`src/rtl/fir_stim_pkg.sv`:
```
// Shared encodings for the FIR stimulus generator: waveform modes, FSM states and noise LFSR taps.
package fir_stim_pkg;
    localparam logic [2:0] MODE_DC      = 3'd0;
    localparam logic [2:0] MODE_IMPULSE = 3'd1;
    localparam logic [2:0] MODE_STEP    = 3'd2;
    localparam logic [2:0] MODE_ALT     = 3'd3;
    localparam logic [2:0] MODE_NOISE   = 3'd4;
    localparam logic [2:0] MODE_RAMP    = 3'd5;

    localparam logic [15:0] LFSR_TAPS = 16'hB400;

    typedef enum logic [1:0] {
        ST_IDLE = 2'd0,
        ST_EMIT = 2'd1,
        ST_WAIT = 2'd2,
        ST_DONE = 2'd3
    } state_e;
endpackage

```
`src/rtl/fir_stim_lfsr.sv`:
```
// 16-bit right-shifting Galois LFSR; load returns to SEED, advance steps once; state_nxt is the look-ahead value.
module fir_stim_lfsr
    import fir_stim_pkg::*;
#(
    parameter logic [15:0] SEED = 16'hACE1
) (
    input  logic        clk,
    input  logic        rst,
    input  logic        load,
    input  logic        advance,
    output logic [15:0] state,
    output logic [15:0] state_nxt
);
    assign state_nxt = (state >> 1) ^ (state[0] ? LFSR_TAPS : 16'h0000);

    always_ff @(posedge clk or negedge rst) begin
        if (!rst)         state <= SEED;
        else if (load)    state <= SEED;
        else if (advance) state <= state_nxt;
    end
endmodule

```
`src/rtl/fir_stim_gen.sv`:
```
// Waveform stimulus generator for fir_filter: first data_valid 1 cycle after start, data held until data_ready.
// Optional sticky overflow monitor on the filter output when FIR_STIM_OVF_MON_EN is defined.
module fir_stim_gen
    import fir_stim_pkg::*;
#(
    parameter int          DATA_WIDTH = 16,
    parameter int          LEN_WIDTH  = 16,
    parameter int          DIV_WIDTH  = 16,
    parameter logic [15:0] LFSR_SEED  = 16'hACE1
`ifdef FIR_STIM_OVF_MON_EN
   ,parameter int          MON_WIDTH  = 32,
    parameter int          MON_GUARD  = 1
`endif
) (
    input  logic                         clk,
    input  logic                         rst,
    input  logic                         start,
    input  logic                         abort,
    input  logic [2:0]                   mode,
    input  logic signed [DATA_WIDTH-1:0] amplitude,
    input  logic [LEN_WIDTH-1:0]         length,
    input  logic [DIV_WIDTH-1:0]         rate_div,
    output logic signed [DATA_WIDTH-1:0] data_out,
    output logic                         data_valid,
    input  logic                         data_ready,
    output logic                         busy,
    output logic                         done,
    output logic [LEN_WIDTH-1:0]         sample_count
`ifdef FIR_STIM_OVF_MON_EN
   ,input  logic signed [MON_WIDTH-1:0]  mon_in,
    input  logic                         mon_valid,
    output logic                         ovf_flag
`endif
);
    localparam logic [DATA_WIDTH-1:0] MOST_NEG = {1'b1, {(DATA_WIDTH-1){1'b0}}};

    state_e                state;
    logic [2:0]            mode_q;
    logic [DATA_WIDTH-1:0] amp_q;
    logic [DATA_WIDTH-1:0] acc_q;
    logic [LEN_WIDTH-1:0]  len_q;
    logic [DIV_WIDTH-1:0]  div_q;
    logic [DIV_WIDTH-1:0]  wait_cnt;
    logic                  odd_q;
    logic [15:0]           lfsr;
    logic [15:0]           lfsr_nxt;

    logic                  start_ok;
    logic                  accept;
    logic [LEN_WIDTH-1:0]  count_nxt;
    logic [DATA_WIDTH-1:0] acc_nxt;

    assign start_ok  = (state == ST_IDLE) && start;
    assign accept    = (state == ST_EMIT) && data_ready && !abort;
    assign count_nxt = sample_count + LEN_WIDTH'(1);
    assign acc_nxt   = acc_q + amp_q;

    // Sample value for index n; 'first' marks n==0, 'odd' marks odd n.
    function automatic logic [DATA_WIDTH-1:0] pick(
        input logic [2:0]            m,
        input logic [DATA_WIDTH-1:0] a,
        input logic                  first,
        input logic                  odd,
        input logic [DATA_WIDTH-1:0] acc,
        input logic [15:0]           lf
    );
        logic [DATA_WIDTH-1:0] v;
        v = '0;
        case (m)
            MODE_DC:      v = a;
            MODE_IMPULSE: v = first ? a : '0;
            MODE_STEP:    v = first ? '0 : a;
            MODE_ALT:     v = !odd ? a : ((a == MOST_NEG) ? ~a : -a);
            MODE_NOISE:   v = lf[15 -: DATA_WIDTH];
            MODE_RAMP:    v = acc;
            default:      v = '0;
        endcase
        return v;
    endfunction

    fir_stim_lfsr #(.SEED(LFSR_SEED)) u_lfsr (
        .clk       (clk),
        .rst       (rst),
        .load      (start_ok),
        .advance   (accept),
        .state     (lfsr),
        .state_nxt (lfsr_nxt)
    );

    always_ff @(posedge clk or negedge rst) begin
        if (!rst) begin
            state        <= ST_IDLE;
            data_out     <= '0;
            data_valid   <= 1'b0;
            busy         <= 1'b0;
            done         <= 1'b0;
            sample_count <= '0;
            mode_q       <= MODE_DC;
            amp_q        <= '0;
            acc_q        <= '0;
            len_q        <= '0;
            div_q        <= '0;
            wait_cnt     <= '0;
            odd_q        <= 1'b0;
        end else begin
            done <= 1'b0;
            // Abort outranks a same-cycle acceptance: the sample is not counted.
            if (state != ST_IDLE && abort) begin
                state      <= ST_IDLE;
                data_valid <= 1'b0;
                busy       <= 1'b0;
            end else begin
                case (state)
                    ST_IDLE: if (start) begin
                        mode_q       <= mode;
                        amp_q        <= amplitude;
                        len_q        <= length;
                        div_q        <= rate_div;
                        sample_count <= '0;
                        acc_q        <= '0;
                        odd_q        <= 1'b0;
                        data_out     <= pick(mode, amplitude, 1'b1, 1'b0, '0, LFSR_SEED);
                        data_valid   <= 1'b1;
                        busy         <= 1'b1;
                        state        <= ST_EMIT;
                    end
                    ST_EMIT: if (data_ready) begin
                        sample_count <= count_nxt;
                        acc_q        <= acc_nxt;
                        odd_q        <= ~odd_q;
                        data_out     <= pick(mode_q, amp_q, 1'b0, ~odd_q, acc_nxt, lfsr_nxt);
                        if (len_q != '0 && count_nxt == len_q) begin
                            state      <= ST_DONE;
                            data_valid <= 1'b0;
                            busy       <= 1'b0;
                            done       <= 1'b1;
                        end else if (div_q > DIV_WIDTH'(1)) begin
                            // div-1 idle cycles put sample starts exactly div cycles apart.
                            state      <= ST_WAIT;
                            data_valid <= 1'b0;
                            wait_cnt   <= div_q - DIV_WIDTH'(2);
                        end
                    end
                    ST_WAIT: begin
                        if (wait_cnt == '0) begin
                            state      <= ST_EMIT;
                            data_valid <= 1'b1;
                        end else begin
                            wait_cnt <= wait_cnt - DIV_WIDTH'(1);
                        end
                    end
                    ST_DONE: state <= ST_IDLE;
                    default: state <= ST_IDLE;
                endcase
            end
        end
    end

`ifdef FIR_STIM_OVF_MON_EN
    logic [MON_GUARD:0] guard_bits;
    logic               ovf_hit;

    assign guard_bits = mon_in[MON_WIDTH-1 -: MON_GUARD+1];
    assign ovf_hit    = mon_valid && !((&guard_bits) || !(|guard_bits));

    always_ff @(posedge clk or negedge rst) begin
        if (!rst)          ovf_flag <= 1'b0;
        else if (ovf_hit)  ovf_flag <= 1'b1;
        else if (start_ok) ovf_flag <= 1'b0;
    end
`endif
endmodule

```
`config.mk`:
```
export PLATFORM = sky130hd
export DESIGN_NAME = fir_stim_gen
export DESIGN_NICKNAME = d
export VERILOG_FILES = /design/src/rtl/fir_stim_pkg.sv /design/src/rtl/fir_stim_lfsr.sv /design/src/rtl/fir_stim_gen.sv
export SDC_FILE = /design/constraint.sdc
export NUM_CORES = 1
export LEC_CHECK = 0
export CAP_MARGIN = 30
export CORE_MARGIN = 1
export CORE_UTILIZATION = 35
export CTS_CLUSTER_DIAMETER = 40
export CTS_CLUSTER_SIZE = 20
export DETAILED_ROUTE_END_ITERATION = 7
export SLEW_MARGIN = 5
export SYNTH_ARGS = -nofsm -noshare
export SYNTH_HDL_FRONTEND = slang
export SYNTH_SLANG_ARGS = --single-unit
```
`constraint.sdc`:
```
create_clock -name clk -period 2.8 [get_ports clk]
set_clock_uncertainty 0.15 [all_clocks]
set_input_delay 0.56 -clock clk [delete_from_list [all_inputs] [get_ports clk]]
set_output_delay 0.56 -clock clk [all_outputs]
set_load 0.02 [all_outputs]
```
# Yosys cells after proc, flatten, opt, wreduce, memory -nomap -nowiden
# Cells that the tools add are included.
[op_classes] n_addsub=5 order_cmp=1 eq_ne=22 n_mux=45 bitwise=4 reduce_logical=25
[op_table] op="16-bit two-way mux" count=14
[op_table] op="16-bit case mux with 2 select lines" count=5
[op_table] op="16-bit case mux with 4 select lines" count=1
[op_table] op="16-bit by 1-bit adder with 16-bit output (second input constant)" count=1
[op_table] op="16-bit adder" count=1
[op_table] op="16-bit == test" count=1
[op_table] op="16-bit == test (second input constant)" count=1
[op_table] op="16-bit by 1-bit greater-than comparator with 1-bit output (second input constant)" count=1
[op_table] op="16-bit zero test" count=1
[op_table] op="16-bit negator" count=1
[op_table] op="16-bit NOT" count=1
[op_table] op="16-bit nonzero test" count=1
[op_table] op="16-bit by 1-bit subtractor with 16-bit output (second input constant)" count=1
[op_table] op="16-bit by 2-bit subtractor with 16-bit output (second input constant)" count=1
[op_table] op="15-bit by 16-bit bitwise XOR with 16-bit output" count=1
[op_table] op="1-bit two-way mux" count=15
[op_table] op="2-bit two-way mux" count=6
[op_table] op="4-bit AND reduction" count=3
[op_table] op="3-bit by 2-bit == test with 1-bit output (second input constant)" count=3
[op_table] op="3-bit == test (second input constant)" count=3
[op_table] op="2-bit != test (second input constant)" count=4
[op_table] op="2-bit case mux with 4 select lines" count=1
[op_table] op="2-bit nonzero test" count=4
[op_table] op="3-bit zero test" count=2
[op_table] op="other kinds (21)" count=29
[word_totals] ff_bits=137 in_bits=56 out_inout_bits=35 wordCells=116

# Depth between registers and ports, before layout
# Gate-level depths: netlist (run 1).
[logic_depth] word_depth=7 depth_mapped=12 depth_no_buf=10

# By module
# Synthesis (run 1) repeated with hierarchy kept, for this count alone.
[unflattened] cells_unflattened=1069 area_unflattened_um2=9028.7
[by_module_without_submodules] module="fir_stim_gen" instances=1 cells_each=997 area_each_um2=8192.9 seq_area_each_um2=3027.9
[by_module_without_submodules] module="fir_stim_lfsr" instances=1 cells_each=72 area_each_um2=835.8 seq_area_each_um2=410.4

# Worst setup path after synthesis (run 1)
# OpenSTA, ideal clock, no wires.
[synth_timing] path_kind="reg-to-reg" start="register amp_q[0]" end="register data_out[12]" setup_time_ps=137 t_arrival_ps=2635 required_ps=2513 path_slack_ps=-122 path_stages_with_launch=11 n_path_buf=0 synth_period_minus_slack_ps=2922 cell_sequence="dfrtp_1 > ha_1 > fa_1 > a211oi_1 > o21ai_0 > a41o_1 > o41ai_1 > xor2_1 > o22ai_1 > a221oi_1 > a21oi_1"
[synth_between] elab_chain_cells=6 elab_cells_between_ends=8 cone_classes="2 x add/sub; 1 x eq/ne; 5 x mux"
[synth_lines] element="start: declaration" line="fir_stim_gen.sv:39" text="logic [DATA_WIDTH-1:0] amp_q;"
[synth_lines] element="start signal: assignment" line="fir_stim_gen.sv:116" text="amp_q <= amplitude;"
[synth_lines] element="16-bit negator or 16-bit == test (tied branches)" line="fir_stim_gen.sv:73" text="MODE_ALT: v = !odd ? a : ((a == MOST_NEG) ? ~a : -a);"
[synth_lines] element="16-bit two-way mux (2 in series)" line="fir_stim_gen.sv:73"
[synth_lines] element="16-bit case mux with 4 select lines (*)" line="fir_stim_gen.sv:69" text="case (m)"
[synth_lines] element="16-bit two-way mux (*)" line="fir_stim_gen.sv:127" text="ST_EMIT: if (data_ready) begin"
[synth_lines] element="16-bit case mux with 2 select lines (*)" line="fir_stim_gen.sv:113" text="case (state)"
[synth_lines] element="end signal: assignment" line="fir_stim_gen.sv:122" text="data_out <= pick(mode, amplitude, 1'b1, 1'b0, '0, LFSR_SEED);"
[synth_lines] element="end signal: assignment" line="fir_stim_gen.sv:131" text="data_out <= pick(mode_q, amp_q, 1'b0, ~odd_q, acc_nxt, lfsr_nxt);"
[synth_lines] element="end: declaration" line="fir_stim_gen.sv:23" text="output logic signed [DATA_WIDTH-1:0] data_out,"
# Every way passes the cells marked *; elsewhere a longest branch is shown, timed or not. The select of a mux whose other input is x is not followed.
# A chain may end at the register's enable or synchronous reset.

# Worst setup path after layout (run 1)
[layout_timing] start="register sample_count[9]" end="register wait_cnt[1]"
[layout_between] elab_chain_cells=5
[layout_lines] element="start: declaration" line="fir_stim_gen.sv:28" text="output logic [LEN_WIDTH-1:0] sample_count"
[layout_lines] element="start signal: assignment" line="fir_stim_gen.sv:128" text="sample_count <= count_nxt;"
[layout_lines] element="16-bit by 1-bit adder with 16-bit output" line="fir_stim_gen.sv:55" text="assign count_nxt = sample_count + LEN_WIDTH'(1);"
[layout_lines] element="16-bit == test" line="fir_stim_gen.sv:132" text="if (len_q != '0 && count_nxt == len_q) begin"
[layout_lines] element="1-bit logical AND" line="fir_stim_gen.sv:132"
[layout_lines] element="2-bit != test (no line)"
[layout_lines] element="6-bit AND reduction (no line)"
[layout_lines] element="end signal: assignment" line="fir_stim_gen.sv:141" text="wait_cnt <= div_q - DIV_WIDTH'(2);"
[layout_lines] element="end signal: assignment" line="fir_stim_gen.sv:149" text="wait_cnt <= wait_cnt - DIV_WIDTH'(1);"
[layout_lines] element="end: declaration" line="fir_stim_gen.sv:43" text="logic [DIV_WIDTH-1:0] wait_cnt;"
# No other way between the ends.

==> run metrics, run 1 <==
status=complete, no violations; Vias/cell=roughly 5.3; total power draw=roughly 11000 µW; Placer Congestion=a little over 0.9; Min-Delay Path Class=flop to flop; final number of setup-violating endpoints=0; Post-Syn Nets=between 1000 and 1500; reg2reg start=sample_count[9]; H-tree Lvls=4; Die H=~160 µm; Starting Density=35.70%; DR iter-0 viols=around 600; largest net degree at the start of global routing=50; clk root buf=clkbuf_16; Die X-Extent=156.7 µm; Final Max Tran Viols=0; design internal power=between 6000 and 7000 µW; TritonRoute pass-1 iters=5; Area growth syn-to-layout=31.95%; crit path DAT=a little under 3 ns; Reg2Reg Capture Point=wait_cnt[1]; crit path buf inv count=1; Post-DP HPWL=approximately 18 mm; CTS Buf Count=17; GRT Total Usage=21.62%; remaining antenna violation count after routing=0; most frequent cells after synthesis=229 x nand2_1, 129 x dfrtp_1, 82 x nor2_1; TritonCTS clock tree=yes; vias in the first global route=between 7000 and 8000; delay-heaviest family, CP=simple AND/OR/NAND/NOR gates; Clock Power Share=a little over a fifth; Comb pwr share=between 40 and 50%; slew margin rel.=between 50% and 60%; RSZ-0062 raised after global routing=true; Tcrit/Tclk final=98.82%; Sw Pwr=4494 µW; CTS Buffer Depth=2; WS Path Type=flop to flop; global-route wire length before repair=about 41 mm; Yosys cell types=73; sequential-to-total area share from yosys stat=between 40% and 50%; WP data required=around 3 ns; highest-delay cell along the critical path=or4b_1; final hold violations=0; clock latency on the worst-skew pair=around 0.43 ns; yosys synthesis warning count=0; IO buf count=90; CP endpoint kind=flop; worst vdd ir=between 0.0003 and 0.0004 V; Setup TNS Final=0 ns; ANT cells=0; Max Cap Viol=0; count leader, synth=nand2_1; fin crit period=~2.8 ns; Hold Path End=acc_q[8]; io pins=slightly above 90; row count=between 50 and 60; sw frac=a little over two fifths; asr flop ratio synth=100.0%; synthesized cell area=roughly 8400 µm²; gr ovfl total=0; Worst Setup Start Kind=flop; WL per Instance=between 15 and 20 µm; register clock-pin slew on the reported worst setup and hold paths=roughly 0.07 ns; worst-margin pin slew=just over 0.7 ns; synth top area cells=dfrtp_1 39%, nand2_1 10%, o21ai_0 4.2%, xnor2_1 4.2%, a21oi_1 3.8%; flop-to-flop setup slack=approximately 0.033 ns; Synth Flop Type=dfrtp_1; # nets final=1244; DIE AREA=between 20000 and 25000 µm²; Slowest Stage Delay on Critical Path=between 0.4 and 0.5 ns; share of the synthesized area in the top cell type=between 30% and 40%; Seq cells post-synth=between 100 and 150; number of synthesized flops with an enable pin=0; PD cells=between 900 and 1000 nW/µm²; Core ar.=approximately 23000 µm²; clock sink count=137; antenna violations before repair=0; DRC violations left=0; hold path start=acc_q[8]; via count=~8000; R2R depth=8; sequential share of power=about a third; WL final=around 26 mm; share of cells above drive strength 1=between 10% and 20%; CP Cell Sequence=or3b_1, or4b_1, o311ai_2, a41oi_2, a211o_1, o21ai_4, buf_12, mux2_1; CP Max Fanout=12; worst hold stages=2; Leakage Power=0.004816 µW; Mapped Cells=between 1000 and 1500; Synth area leader=dfrtp_1; Syn Area/Cell=8.265 µm²; Max Clock Freq=361.4 MHz
## how the worst max path moves through the flow
stage	slack [ns]	startpoint	endpoint	cells after the start
2_1_floorplan	-0.01	amp_q[0]	data_out[12]	10
3_3_place_gp	-0.10	amp_q[0]	data_out[12]	10
3_5_place_dp	-0.17	amp_q[0]	data_out[12]	10
4_1_cts	-0.04	amp_q[0]	data_out[12]	10
5_1_grt	-0.12	amp_q[7]	data_out[1]	8
6_report	0.03	sample_count[9]	wait_cnt[1]	8
## worst register-to-register path: stages (launching register included)
cell and delay [ns]:
dfrtp_2 0.45, or3b_1 0.35, or4b_1 0.48, o311ai_2 0.11, a41oi_2 0.12, a211o_1 0.32
o21ai_4 0.19, buf_12 0.15, mux2_1 0.33
## power groups by stage
stage / combinational, µW / sequential [µW] / clock (µW)
6_report: 5050 / 3470 / 2280
2_1_floorplan: 2940 / 3420 / 0
4_1_cts: 4830 / 3430 / 2290
3_3_place_gp: 4700 / 3450 / 0
5_1_grt: 5560 / 3570 / 2400
3_5_place_dp: 4760 / 3450 / 0
## final cells by class
class                   instances  area [µm²]
multi-input cells             799        4796
clock inverters                14       150.1
repair buffers                195        1773
clock buffers                  18       429.2
flip-flops and latches        137        3443
fillers                      2268       12410
well taps                     319       399.1
inverters                      18       67.56
## metal layers
layer  global-route usage, %  up-vias  wire length [µm]
met2                   32.80      235             11520
met4                   6.863        0               455
met1                   31.11     3795             12500
li1                        -     3898                 -
met3                   3.517       29              1280
met5                       0        -                 0
## per-stage QoR
step / std cells / hold slack [ns] / setup WS (ns) / util (%) / cell area (µm²)
after floorplan: 1014 / 0.1144 / -0.01122 / - / 8396
after global placement: 1454 / 0.3152 / -0.1041 / 43.43 / 10190
after detailed placement: 1454 / 0.3236 / -0.1722 / 43.43 / 10190
final: 1500 / 0.3352 / 0.03297 / 47.11 / 11060
after global routing: 1500 / 0.3543 / -0.1245 / 47.11 / 11060
after CTS: 1489 / 0.3371 / -0.04037 / 46.07 / 10810
## cells in the final DEF (no fill, tap or decap), types with 7 or more instances in the layout
cell type,count
dfstp_2,8
a31oi_1,17
ha_1,14
nand2_1,227
and2_1,9
nand2b_1,7
clkdlybuf4s50_1,89
nor4_1,10
xnor2_1,40
nor3_1,30
a21oi_1,63
buf_4,98
inv_1,17
nand3b_1,7
clkbuf_16,18
a22o_1,14
o31ai_1,7
and3_1,7
dfrtp_1,125
a221oi_1,9
o22ai_1,12
xor2_1,21
nor2_1,82
a21o_1,7
o21ai_0,69
nand3_1,19
## timing repair
action,CTS,global route
gates resized for setup,6,31
pin swaps,8,14
setup endpoints to repair,3,23
setup buffers,2,10
endpoints found under the hold margin,46,0
cloned,0,1
hold buffers,1,0
## cell families after synthesis
| group | synth area share (%) |
|---|---|
| AND/OR/NAND/NOR | 24.84 |
| AO/OA/AOI/OAI | 19.89 |
| flip-flops | 41.03 |
| buffers and inverters | 3.926 |
| XOR/XNOR | 6.375 |
| adder cells (fa/ha/maj) | 3.076 |
| multiplexers | 0.8659 |
## state kept, by name, summed over array words and instances, names as in the netlist
signal and cells:
len_q 16, state 2, div_q 16, amp_q 16, busy 1, acc_q 16, data_out 16, u_lfsr.state 16
done 1, odd_q 1, wait_cnt 16, sample_count 16, mode_q 3, data_valid 1
(Power assumes the default switching activity.)
==> run 2, diff against run 1 <==
--- a/config.mk
+++ b/config.mk
@@ -15,3 +15,4 @@
 export SYNTH_ARGS = -nofsm -noshare
 export SYNTH_HDL_FRONTEND = slang
 export SYNTH_SLANG_ARGS = --single-unit
+export TNS_END_PERCENT = 1
==> run metrics, run 2 (synthesis gave the netlist of run 1 again) <==
clock latency on the worst-skew pair=0.43 ns; antenna violations before repair=0; Reg2Reg Capture Point=wait_cnt[1]; CP Max Fanout=23; ANT cells=0; Placer Congestion=approximately 0.91; Area growth syn-to-layout=30.25%; gr ovfl total=0; final hold violations=0; Core ar.=about 23000 µm²; PD cells=977.8 nW/µm²; DIE AREA=24570 µm²; largest net degree at the start of global routing=50; Final Cell Area=roughly 11000 µm²; CTS Buffer Depth=2; Leakage Power=0.004754 µW; CTS Buf Count=17; R2R depth=9; Vias/cell=between 5 and 6; via count=between 7000 and 8000; crit path DAT=2.90 ns; most common cell after layout, fill and taps aside=nand2_1; Max Clock Freq=around 360 MHz; global-route wire length before repair=between 40 and 50 mm; RSZ-0062 raised after global routing=true; WP data required=just under 3 ns; IO buf count=90; DRC violations left=0; Max Cap Viol=0; CP endpoint kind=flop; register clock-pin slew on the reported worst setup and hold paths=0.07 ns; Tcrit/Tclk final=a little over nine tenths; fin crit period=roughly 2.7 ns; most frequent cells in the layout=228 x nand2_1, 125 x dfrtp_1, 91 x buf_4; clock sink count=approximately 140; vias in the first global route=~7700; GRT Total Usage=between 20% and 30%; flop-to-flop setup slack=0.05 ns; hold path start=acc_q[8]; clk root buf=clkbuf_16; WL per Instance=between 15 and 20 µm; io pins=between 90 and 100; Die X-Extent=156.7 µm; reg2reg start=sample_count[0]; final number of setup-violating endpoints=0; Die H=about 160 µm; WS Path Type=flop to flop; H-tree Lvls=4; # nets final=1236; remaining antenna violation count after routing=0; Final Max Tran Viols=0; Worst Setup Start Kind=flop; TritonRoute pass-1 iters=5; Area after DPL=between 10000 and 15000 µm²; worst hold stages=2; status=complete, no violations; row count=56; worst-margin pin slew=roughly 0.7 ns; slew margin rel.=between 50% and 60%; WL final=about 25 mm; Min-Delay Path Class=flop to flop; worst vdd ir=about 0.00036 V; DR iter-0 viols=~500; Starting Density=35.70%; Fin Hold WS=around 0.34 ns; Hold Path End=acc_q[8]; Post-DP HPWL=about 18 mm; TritonCTS clock tree=yes; share of cells above drive strength 1=between 10% and 20%; Setup TNS Final=0 ns; fin util=about 47%
==> run 2: how the worst max path moves through the flow <==
stage	slack [ns]	start	end	cells after the start
final	0.05	sample_count[0]	wait_cnt[1]	9
after global routing	-0.1	amp_q[3]	data_out[1]	9
after global placement	-0.10	amp_q[0]	data_out[12]	10
after detailed placement	-0.17	amp_q[0]	data_out[12]	10
after CTS	-0.04	amp_q[0]	data_out[12]	10
after floorplan	-0.01	amp_q[0]	data_out[12]	10
==> run 2: metrics by stage <==
stage	power [µW]	instances	setup slack, ns
6_report	10670	1492	0.05288
3_5_place_dp	8210	1454	-0.1722
3_3_place_gp	8144	1454	-0.1041
4_1_cts	10550	1489	-0.04037
2_1_floorplan	6364	1014	-0.01122
5_1_grt	11420	1492	-0.09806
==> run 2: final cells by class <==
cell class / instances / area (µm²)
tap: 319 / 399.1
multi-input combinational: 799 / 4731
sequential: 137 / 3443
inverter: 18 / 67.56
timing repair buffer: 187 / 1695
clock inverter: 14 / 150.1
fill: 2291 / 12560
clock buffer: 18 / 429.2
==> run 2: critical path, cell delays in order (launching register included) <==
cell and delay, ns:
dfrtp_1 0.40, ha_2 0.21, and2_1 0.17, and4_2 0.28
xnor2_1 0.13, a211o_1 0.31, a211o_1 0.28, o21ai_2 0.16
buf_12 0.17, mux2_1 0.33
==> run 2: repair_timing <==
action                                 4_1_cts  5_1_grt
setup endpoints to repair                    3       23
gates resized for setup                      5       19
buffers inserted                             2        3
pin swaps                                    8        9
hold buffers                                 1        0
endpoints found under the hold margin       46        0
==> run 2: where the power goes <==
| part | internal [µW] | leakage, µW | total [µW] | switching (µW) |
|---|---|---|---|---|
| combinational | 2230 | 0.00277 | 4950 | 2710 |
| clock | 1320 | 0.000265 | 2270 | 952 |
| sequential | 2700 | 0.00172 | 3460 | 762 |
| total | 6250 | 0.00475 | 10700 | 4430 |
==> run 2: layer usage <==
layer	share of wire, %	track usage [%]
met5	0	0
met1	49	31.11
met2	45	32.80
met3	4.9	3.517
met4	1.9	6.863
==> run 3, diff against run 2 <==
--- a/config.mk
+++ b/config.mk
@@ -9,7 +9,7 @@
 export CORE_MARGIN = 1
 export CORE_UTILIZATION = 35
 export CTS_CLUSTER_DIAMETER = 40
-export CTS_CLUSTER_SIZE = 20
+export CTS_CLUSTER_SIZE = 10
 export DETAILED_ROUTE_END_ITERATION = 7
 export SLEW_MARGIN = 5
 export SYNTH_ARGS = -nofsm -noshare
==> constraint.sdc (replaced) <==
create_clock -name clk -period 3.05 [get_ports clk]
set_clock_uncertainty 0.15 [all_clocks]
set_input_delay 0.61 -clock clk [delete_from_list [all_inputs] [get_ports clk]]
set_output_delay 0.61 -clock clk [all_outputs]
set_load 0.02 [all_outputs]
==> run metrics, run 3 (synthesis gave the netlist of run 1 again) <==
status=complete, no violations; gr ovfl total=0; Worst Setup Start Kind=flop; slew margin rel.=57.40%; CTS hold repair buffers=0; worst-margin pin slew=roughly 0.64 ns; Vias/cell=between 5 and 6; final number of setup-violating endpoints=0; Starting Density=35.70%; CTS Buf Count=17; most frequent cells in the layout=228 x nand2_1, 129 x dfrtp_1, 89 x clkdlybuf4s50_1; crit path buf inv count=0; global-route wire length before repair=between 40 and 50 mm; Post-DP HPWL=approximately 18 mm; Max Cap Viol=0; Slowest Stage Delay on Critical Path=between 0.4 and 0.5 ns; via count=7873; most common cell after layout, fill and taps aside=nand2_1; Setup TNS Final=0 ns; Die H=around 160 µm; WP data required=3.20 ns; WS Path Type=flop to flop; Final Cell Area=between 10000 and 15000 µm²; DIE AREA=~25000 µm²; remaining antenna violation count after routing=0; register clock-pin slew on the reported worst setup and hold paths=0.06 ns; Core ar.=23470 µm²; highest-delay cell along the critical path=fa_1; TritonRoute pass-1 iters=5; DRC violations left=0; # nets final=about 1200; WL final=24.75 mm; antenna violations before repair=0; Area after DPL=10020 µm²; PD cells=around 900 nW/µm²; Leakage Power=0.004656 µW; TritonCTS clock tree=yes; DR iter-0 viols=roughly 520; clock sink count=approximately 140; RSZ-0062 raised after global routing=true; clk root buf=clkbuf_16; largest net degree at the start of global routing=60; GRT Total Usage=about a fifth; Multi-input gate area=between 4000 and 5000 µm²; Area growth syn-to-layout=27.41%; WL per Instance=~17 µm; clock latency on the worst-skew pair=between 0.4 and 0.5 ns; row count=between 50 and 60; final hold violations=0; vias in the first global route=7558; Tcrit/Tclk final=between 90% and 100%; share of cells above drive strength 1=12.42%; Final Max Tran Viols=0; CP endpoint kind=flop; crit path DAT=~3 ns; CP Max Fanout=3; Min-Delay Path Class=primary input to async pin; Placer Congestion=between 0.8 and 0.9; fin crit period=~2.9 ns; Max Clock Freq=about 340 MHz; CTS Buffer Depth=2; H-tree Lvls=4; worst vdd ir=slightly above 0.0004 V; ANT cells=0; IO buf count=90; Seq. cell area=about 3400 µm²; Die X-Extent=about 160 µm; fill count=2275; CP Cell Sequence=ha_1, fa_1, a211oi_2, o21ai_1, a41o_1, o41ai_2, xor2_1, o22ai_1, a221oi_1, a21oi_1; delay-heaviest family, CP=compound AO/OA/AOI/OAI gates; total power draw=~9600 µW; io pins=between 90 and 100; fin util=between 40 and 50%
-- run 3: cell count changes in the layout (fill, tap and decap cells not counted), moves of 2 or more --
cell | previous run | this run
buf_4 | 91 | 72
dfrtp_1 | 125 | 129
dfrtp_2 | 4 | 0
ha_1 | 16 | 19
clkinvlp_4 | 6 | 4
ha_2 | 2 | 0
nor4_1 | 10 | 12
nor4_2 | 2 | 0
o21ai_2 | 2 | 0
or3b_4 | 2 | 0
-- run 3: where the power goes --
part / switching [µW] / internal [µW] / total (µW) / leakage [µW]
clock network: 858 / 1290 / 2150 / 0.000282
logic: 2420 / 1850 / 4270 / 0.00265
registers: 671 / 2470 / 3150 / 0.00172
total: 3950 / 5610 / 9560 / 0.00466
-- run 3: final cells by class --
cell class	instances	area share, %
Inverter	18	0.6328
Tap cell	319	3.738
Multi-Input combinational cell	799	43.56
Sequential cell	137	32.20
Clock buffer	17	3.984
Timing Repair Buffer	166	14.26
Clock inverter	14	1.629
-- run 3: final timing paths --
path / start / endpoint / slack [ns] / depth (start not counted)
max: amp_q[0] / data_out[12] / 0.14 / 10
min: rst / len_q[5] / 0.02 / 1
max reg2reg: amp_q[0] / data_out[12] / 0.14 / 10
min reg2reg: acc_q[8] / acc_q[8] / 0.34 / 2
max in group asynchronous: rst / u_lfsr.state[0] / 2.05 / 2
min in group clk: acc_q[8] / acc_q[8] / 0.34 / 2
-- run 3: timing repair --
item / 4_1_cts / 5_1_grt
setup endpoints to repair: 6 / 11
resized for setup: 2 / 3
hold endpoints to repair: 0 / 0
pin swaps: 0 / 3
setup buffers: 0 / 4
-- run 3: through the flow --
stage                     setup slack (ns)  hold WS [ns]  cells
after detailed placement          -0.05071        0.3302   1435
final                               0.1398       0.01721   1470
after floorplan                     0.1277        0.1644   1014
after global placement             0.01842        0.3196   1435
after CTS                          0.01444       0.02842   1466
after global routing              -0.03546       0.04272   1470
-- run 3: layer usage --
layer	global-route usage, %	share of wire (%)	vias up
li1	-	-	3842
met3	3.988	6.1	25
met2	32.61	44	247
met1	29.57	48	3759
met4	5.649	1.3	0
met5	0	0	-
